[src/rtl/i2s_pkg.sv]
// Shared definitions for the I2S transmit sample path: sample size encoding
// and per-size lane bookkeeping used by the TX unpacker.
package i2s_pkg;

  localparam int WORD_W = 32;

  typedef enum logic [1:0] {
    SIZE_8  = 2'b00,
    SIZE_16 = 2'b01,
    SIZE_32 = 2'b10
  } size_e;

  // cfg_size encodings 2'b10 and 2'b11 both select full-word samples.
  function automatic size_e decode_size(input logic [1:0] cfg);
    if (cfg[1]) return SIZE_32;
    else if (cfg[0]) return SIZE_16;
    else return SIZE_8;
  endfunction

  function automatic logic [2:0] lanes_per_word(input size_e size);
    case (size)
      SIZE_8:  return 3'd4;
      SIZE_16: return 3'd2;
      default: return 3'd1;
    endcase
  endfunction

  function automatic logic [1:0] last_lane(input size_e size);
    case (size)
      SIZE_8:  return 2'd3;
      SIZE_16: return 2'd1;
      default: return 2'd0;
    endcase
  endfunction

endpackage

[src/rtl/i2s_tx_unpacker.sv]
// Splits packed FIFO words into right-aligned 8/16/32-bit samples for the I2S
// TX channel, sends silence on empty pulls and counts underruns.
module i2s_tx_unpacker
  import i2s_pkg::*;
#(
  parameter int CNT_W = 16
) (
  input  logic             sck_i,
  input  logic             rstn_i,
  input  logic [31:0]      in_data_i,
  input  logic             in_valid_i,
  output logic             in_ready_o,
  output logic [31:0]      out_data_o,
  output logic             out_valid_o,
  input  logic             out_ready_i,
  input  logic             cfg_en_i,
  input  logic [1:0]       cfg_size_i,
  input  logic             cfg_sext_i,
  output logic             err_underrun_o,
  output logic [CNT_W-1:0] underrun_cnt_o,
  output logic             busy_o
);

  function automatic logic [CNT_W-1:0] sat_inc(input logic [CNT_W-1:0] v);
    return (&v) ? v : v + {{(CNT_W-1){1'b0}}, 1'b1};
  endfunction

  size_e              size;
  logic               load;
  logic               last;
  logic               accept;
  logic               underrun;
  logic [WORD_W-1:0]  sample;
  logic signed [7:0]  lane8;
  logic signed [15:0] lane16;

  logic [WORD_W-1:0]  r_word;
  logic               r_full;
  logic [1:0]         r_lane;
  logic [WORD_W-1:0]  r_out;
  logic               r_out_valid;
  logic               r_primed;
  logic               r_err;
  logic [CNT_W-1:0]   r_cnt;

  assign size   = decode_size(cfg_size_i);
  assign last   = (r_lane == last_lane(size));
  assign load   = cfg_en_i & r_full & (!r_out_valid | out_ready_i);
  // Word register refills in the same cycle its last lane moves out.
  assign in_ready_o = rstn_i & cfg_en_i & (!r_full | (load & last));
  assign accept     = in_valid_i & in_ready_o;
  assign underrun   = r_primed & cfg_en_i & out_ready_i & !r_out_valid;

  always_comb begin
    lane8  = r_word[{r_lane, 3'b000} +: 8];
    lane16 = r_word[{r_lane[0], 4'b0000} +: 16];
    sample = r_word;
    case (size)
      SIZE_8:  sample = cfg_sext_i ? {{24{lane8[7]}}, lane8} : {24'd0, lane8};
      SIZE_16: sample = cfg_sext_i ? {{16{lane16[15]}}, lane16} : {16'd0, lane16};
      default: sample = r_word;
    endcase
  end

  // ---- stage p0: word register ----
  always_ff @(posedge sck_i) begin
    if (!rstn_i || !cfg_en_i) begin
      r_full <= 1'b0;
      r_lane <= 2'd0;
    end else begin
      if (load) begin
        r_lane <= last ? 2'd0 : r_lane + 2'd1;
        if (last) r_full <= 1'b0;
      end
      if (accept) r_full <= 1'b1;
    end
  end

  always_ff @(posedge sck_i) begin
    if (accept) r_word <= in_data_i;
  end

  // ---- stage p1: output register ----
  always_ff @(posedge sck_i) begin
    if (!rstn_i || !cfg_en_i) r_out_valid <= 1'b0;
    else if (load)            r_out_valid <= 1'b1;
    else if (out_ready_i)     r_out_valid <= 1'b0;
  end

  always_ff @(posedge sck_i) begin
    if (load) r_out <= sample;
  end

  // ---- underrun tracking, armed by the first real transfer ----
  always_ff @(posedge sck_i) begin
    if (!rstn_i || !cfg_en_i)           r_primed <= 1'b0;
    else if (r_out_valid && out_ready_i) r_primed <= 1'b1;
  end

  always_ff @(posedge sck_i) begin
    if (!rstn_i) r_err <= 1'b0;
    else         r_err <= underrun;
  end

  always_ff @(posedge sck_i) begin
    if (!rstn_i || !cfg_en_i) r_cnt <= '0;
    else if (underrun)        r_cnt <= sat_inc(r_cnt);
  end

  assign out_data_o     = r_out_valid ? r_out : '0;
  assign out_valid_o    = r_out_valid;
  assign err_underrun_o = r_err;
  assign underrun_cnt_o = r_cnt;
  assign busy_o         = r_full | r_out_valid;

endmodule

[config.mk]
export PLATFORM = sky130hd
export DESIGN_NAME = i2s_tx_unpacker
export DESIGN_NICKNAME = d
export VERILOG_FILES = /design/src/rtl/i2s_pkg.sv /design/src/rtl/i2s_tx_unpacker.sv
export SDC_FILE = /design/constraint.sdc
export NUM_CORES = 1
export LEC_CHECK = 0
export ABC_AREA = 1
export CORE_MARGIN = 5
export CORE_UTILIZATION = 45
export CTS_CLUSTER_DIAMETER = 200
export DETAILED_ROUTE_END_ITERATION = 8
export PLACE_DENSITY = 0.73
export SYNTH_ARGS = -nofsm -noshare
export SYNTH_HDL_FRONTEND = slang
export SYNTH_SLANG_ARGS = --single-unit
export TNS_END_PERCENT = 10
[constraint.sdc]
create_clock -name sck_i -period 4.7 [get_ports sck_i]
set_input_delay 0.47 -clock sck_i [delete_from_list [all_inputs] [get_ports sck_i]]
set_output_delay 0.47 -clock sck_i [all_outputs]
set_load 0.05 [all_outputs]
==> metrics.sh <==
HPWLAFTERDP_MM=7.03
CORE-AREA_UM2=8810
GRT_MAX_DEGREE=35
SYNTH-ASYNC-RESET-RATIO_PCT=0
CLOCKBUFFERDEPTH=2
CTS_TREE='built'
MAX_SLEW_VIOLATIONS=0
TIMING.MAX_SLEW.REL_SLACK_PCT=18.9
FINISH.NET_COUNT=597
PLACE.PORT_BUFFERS=91
POST_SYNTH_EDFFS=64
GRT_FIRST_PASS_WIRELENGTH_MM=15.8
DIE_H_UM=105
YOSYS_REGISTER_BITS=86
NUMBER_OF_HOLD_SLACK_VIOLATIONS_IN_THE_FINAL_TIMING_REPORT=0
POSTROUTEANTENNANETS=0
FF_TO_FF_SETUP_SLACK_NS=2.51
INITIAL_UTILIZATION_PCT=46.5
FIN_CRIT_SH_PCT=68.6
FIRST_ITER_VIOLATIONS=199
CLK_LATENCY_NS=0.35
TIMING.CLOCK.SKEW_NS=0.00960
POST_ROUTE_DRC=0
DIE_SPAN_X_UM=105
POST_CTS.REPAIR.SETUP_BUFFERS=0
SYNTHESIZED_AREA_DIVIDED_BY_SYNTHESIZED_CELL_COUNT_UM2=8.77
RUN_STATUS='finished, final reports clean'
UNREPAIRED_SETUP_ENDPOINTS_AFTER_GLOBAL_ROUTING='no'
GR-USAGE-ALL-LAYERS_PCT=17.5
POSTCTSRESIZEDCELLS=0
IR_DROP_uV=162
DETAIL_ROUTE.VIAS_PER_CELL=5.07
SYNTH_FP_NETS=508
MAPPED_CELLS=467
ANT_CELLS=0
WORST_R2R_STARTPOINT='r_lane[0]'
FF2FF_PATH_DEPTH=9
FP-ROW-COUNT=34
CRITICAL_PATH_CLASS='input port to output port'
WHS_ENDPOINT='r_primed'
CLOCK-ROOT-BUFFER='clkbuf_8'
TOTAL_CLOCK_SINKS=86
LAYOUT.CELLS.NON_FILLER=669
WORST_EP_ARRIVAL_TIME_NS=2.75
POWER.DENSITY_nW_PER_UM2=287
OVERFLOW=0
CP_MAX_FO=21
MIN_PERIOD_NS=3.22
PLACED_CELLS=653
WIRELENGTH_MM=9.28
ANTENNA_FOUND_INITIAL=0
CTS.REPORTEDPATHS.CLKPINSLEW_NS=0.08
CTS.HTREE.LEVELS=3
FINAL.SETUP.TNS_NS=0
P_LEAK_nW=2.20
YOSYS_MOST_USED_DFF='edfxtp_1'
TIMING.FMAX_MHz=310
WORST_SETUP_PATH_START_KIND='input port'
HOLD-PATH-CELL-COUNT=2
CTS-BUFFERS-INSERTED=9
FLOORPLAN.DIE_AREA_UM2=11100
ROUTED_WIRE_LENGTH_PER_INSTANCE_UM=13.9
SYN_AREA_UM2=4090
CAP_VIOL_MAX_COUNT=0
YOSYS.CELL_TYPES.COUNT=32
CRITPATHREQUIREDTIME_NS=4.23
SYN_TO_FINAL_GROWTH_PCT=29.2
FIN_TOTAL_PWR_mW=1.52
DETAILEDROUTE.FIRSTPASSITERATIONCOUNT=5
FRACTION_OF_FINAL_LAYOUT_CELLS_SIZED_BEYOND_DRIVE_STRENGTH_1_PCT=5.35
FINAL.FILL_COUNT=751
WORSTHOLDSTART='r_primed'
PLACE.GP.CONGESTION=0.940
POSTCTSHOLDBUFS=0
WORST-SLEW-PIN-TRANSITION_NS=1.22
WORSTHOLDPATHTYPE='flop to flop'
SETUP.WORST_PATH.END_CLASS='output port'
TIMING.FINAL.SETUP_VIOLATIONS=0
WORSTREG2REGEND='r_word[0]'
VIAS=3392
PIN_COUNT=92
YS.WARNINGS.COUNT=0
FIRST_GLOBAL_VIAS=3289
PORTION_OF_THE_POST_SYNTHESIS_AREA_USED_BY_SEQUENTIAL_ELEMENTS_PCT=57.7
sequential cells by signal, summed over array words and instances, names as in the netlist:
register / count
r_full: 1
r_out: 32
r_word: 32
underrun_cnt_o: 16
r_lane: 2
out_valid_o: 1
r_primed: 1
err_underrun_o: 1
routing by layer:
| metal | wire length, µm | vias up | track usage [%] |
|---|---|---|---|
| li1 | - | 1700 | - |
| met1 | 4140 | 1553 | 22.6 |
| met2 | 4430 | 121 | 28.4 |
| met3 | 550 | 18 | 4.46 |
| met4 | 158 | 0 | 6.28 |
| met5 | 0 | - | 0 |
worst max-delay path by stage:
| stage | start | to | slack, ns | cells past startpoint |
|---|---|---|---|---|
| after floorplan | out_valid_o | r_word[0] | 0.77 | 6 |
| after global placement | cfg_size_i[1] | in_ready_o | 1.51 | 10 |
| after detailed placement | cfg_size_i[1] | in_ready_o | 1.48 | 10 |
| after CTS | cfg_size_i[1] | in_ready_o | 1.48 | 10 |
| after global routing | cfg_size_i[1] | in_ready_o | 1.32 | 10 |
| final | cfg_size_i[1] | in_ready_o | 1.48 | 10 |
worst max-delay path, cell delays in order:
cell and delay, ns:
clkdlybuf4s50_1 0.47, buf_4 0.24, clkinv_1 0.25, nand2_1 0.16, nand2_1 0.06, nand3_1 0.07, nor2_1 0.06, nor2_1 0.19
nor2_1 0.06, clkdlybuf4s50_1 0.72
through the flow:
stage | hold WS, ns | utilization [%] | worst slack, ns | cell area, µm²
4_1_cts | 0.505 | 60.1 | 1.48 | 5290
3_5_place_dp | 0.485 | 57.7 | 1.48 | 5080
3_3_place_gp | 0.471 | 57.7 | 1.51 | 5080
2_1_floorplan | 0.457 | - | 0.766 | 4090
5_1_grt | 0.542 | 60.1 | 1.32 | 5290
6_report | 0.504 | 60.1 | 1.48 | 5290
kinds of logic (layout without fill, tap and decap cells):
kind of cell,after synthesis,count (layout),share of synthesized area [%]
AND/OR/NAND/NOR,236,236,24.0
flip-flops,86,86,57.7
buffers and inverters,81,175,8.25
AO/OA/AOI/OAI,56,56,8.25
XOR/XNOR,6,6,1.28
adder cells (fa/ha/maj),1,1,0.306
multiplexers,1,1,0.245
cells in the mapped netlist (2+ instances only):
master,n,share of area (%)
clkbuf_1,7,0.64
o211ai_1,14,2.6
edfxtp_1,64,47
nand4_1,9,1.4
a21oi_1,20,2.4
xnor2_1,3,0.64
nand2_1,159,15
xor2_1,3,0.64
and3_1,2,0.31
nor2_1,31,2.8
nand2_2,3,0.46
o21ai_0,16,2.0
buf_2,6,0.73
dfxtp_1,22,11
nand3_1,26,3.2
buf_6,3,0.83
nor2_2,3,0.46
inv_1,62,5.7
final cells by class:
class | count | area [µm²] | area share, %
timing repair buffer | 95 | 941 | 17.8
tap | 108 | 135 | 2.55
sequential | 86 | 2360 | 44.6
clock inverter | 6 | 86.3 | 1.63
inverter | 64 | 240 | 4.54
clock buffer | 10 | 128 | 2.41
multi-input combinational | 300 | 1400 | 26.4
where the power goes:
part / internal [mW] / switching, mW / total (mW)
combinational: 0.0534 / 0.0694 / 0.123
sequential: 0.833 / 0.00665 / 0.840
clock: 0.299 / 0.256 / 0.555
cell usage in the layout (no fill, tap or decap), types with 2 or more instances in the layout:
| cell type | instances |
|---|---|
| nand2_2 | 3 |
| nand3_1 | 26 |
| nor2_2 | 3 |
| a21oi_1 | 20 |
| xnor2_1 | 3 |
| dfxtp_1 | 22 |
| buf_4 | 4 |
| clkinv_4 | 2 |
| clkbuf_8 | 9 |
| o211ai_1 | 14 |
| bufinv_16 | 2 |
| and3_1 | 2 |
| nand4_1 | 9 |
| clkinv_1 | 2 |
| o21ai_0 | 16 |
| clkdlybuf4s50_1 | 91 |
| nand2_1 | 159 |
| inv_1 | 62 |
| edfxtp_1 | 64 |
| xor2_1 | 3 |
| nor2_1 | 31 |
Power figures use the tool's default switching activity.
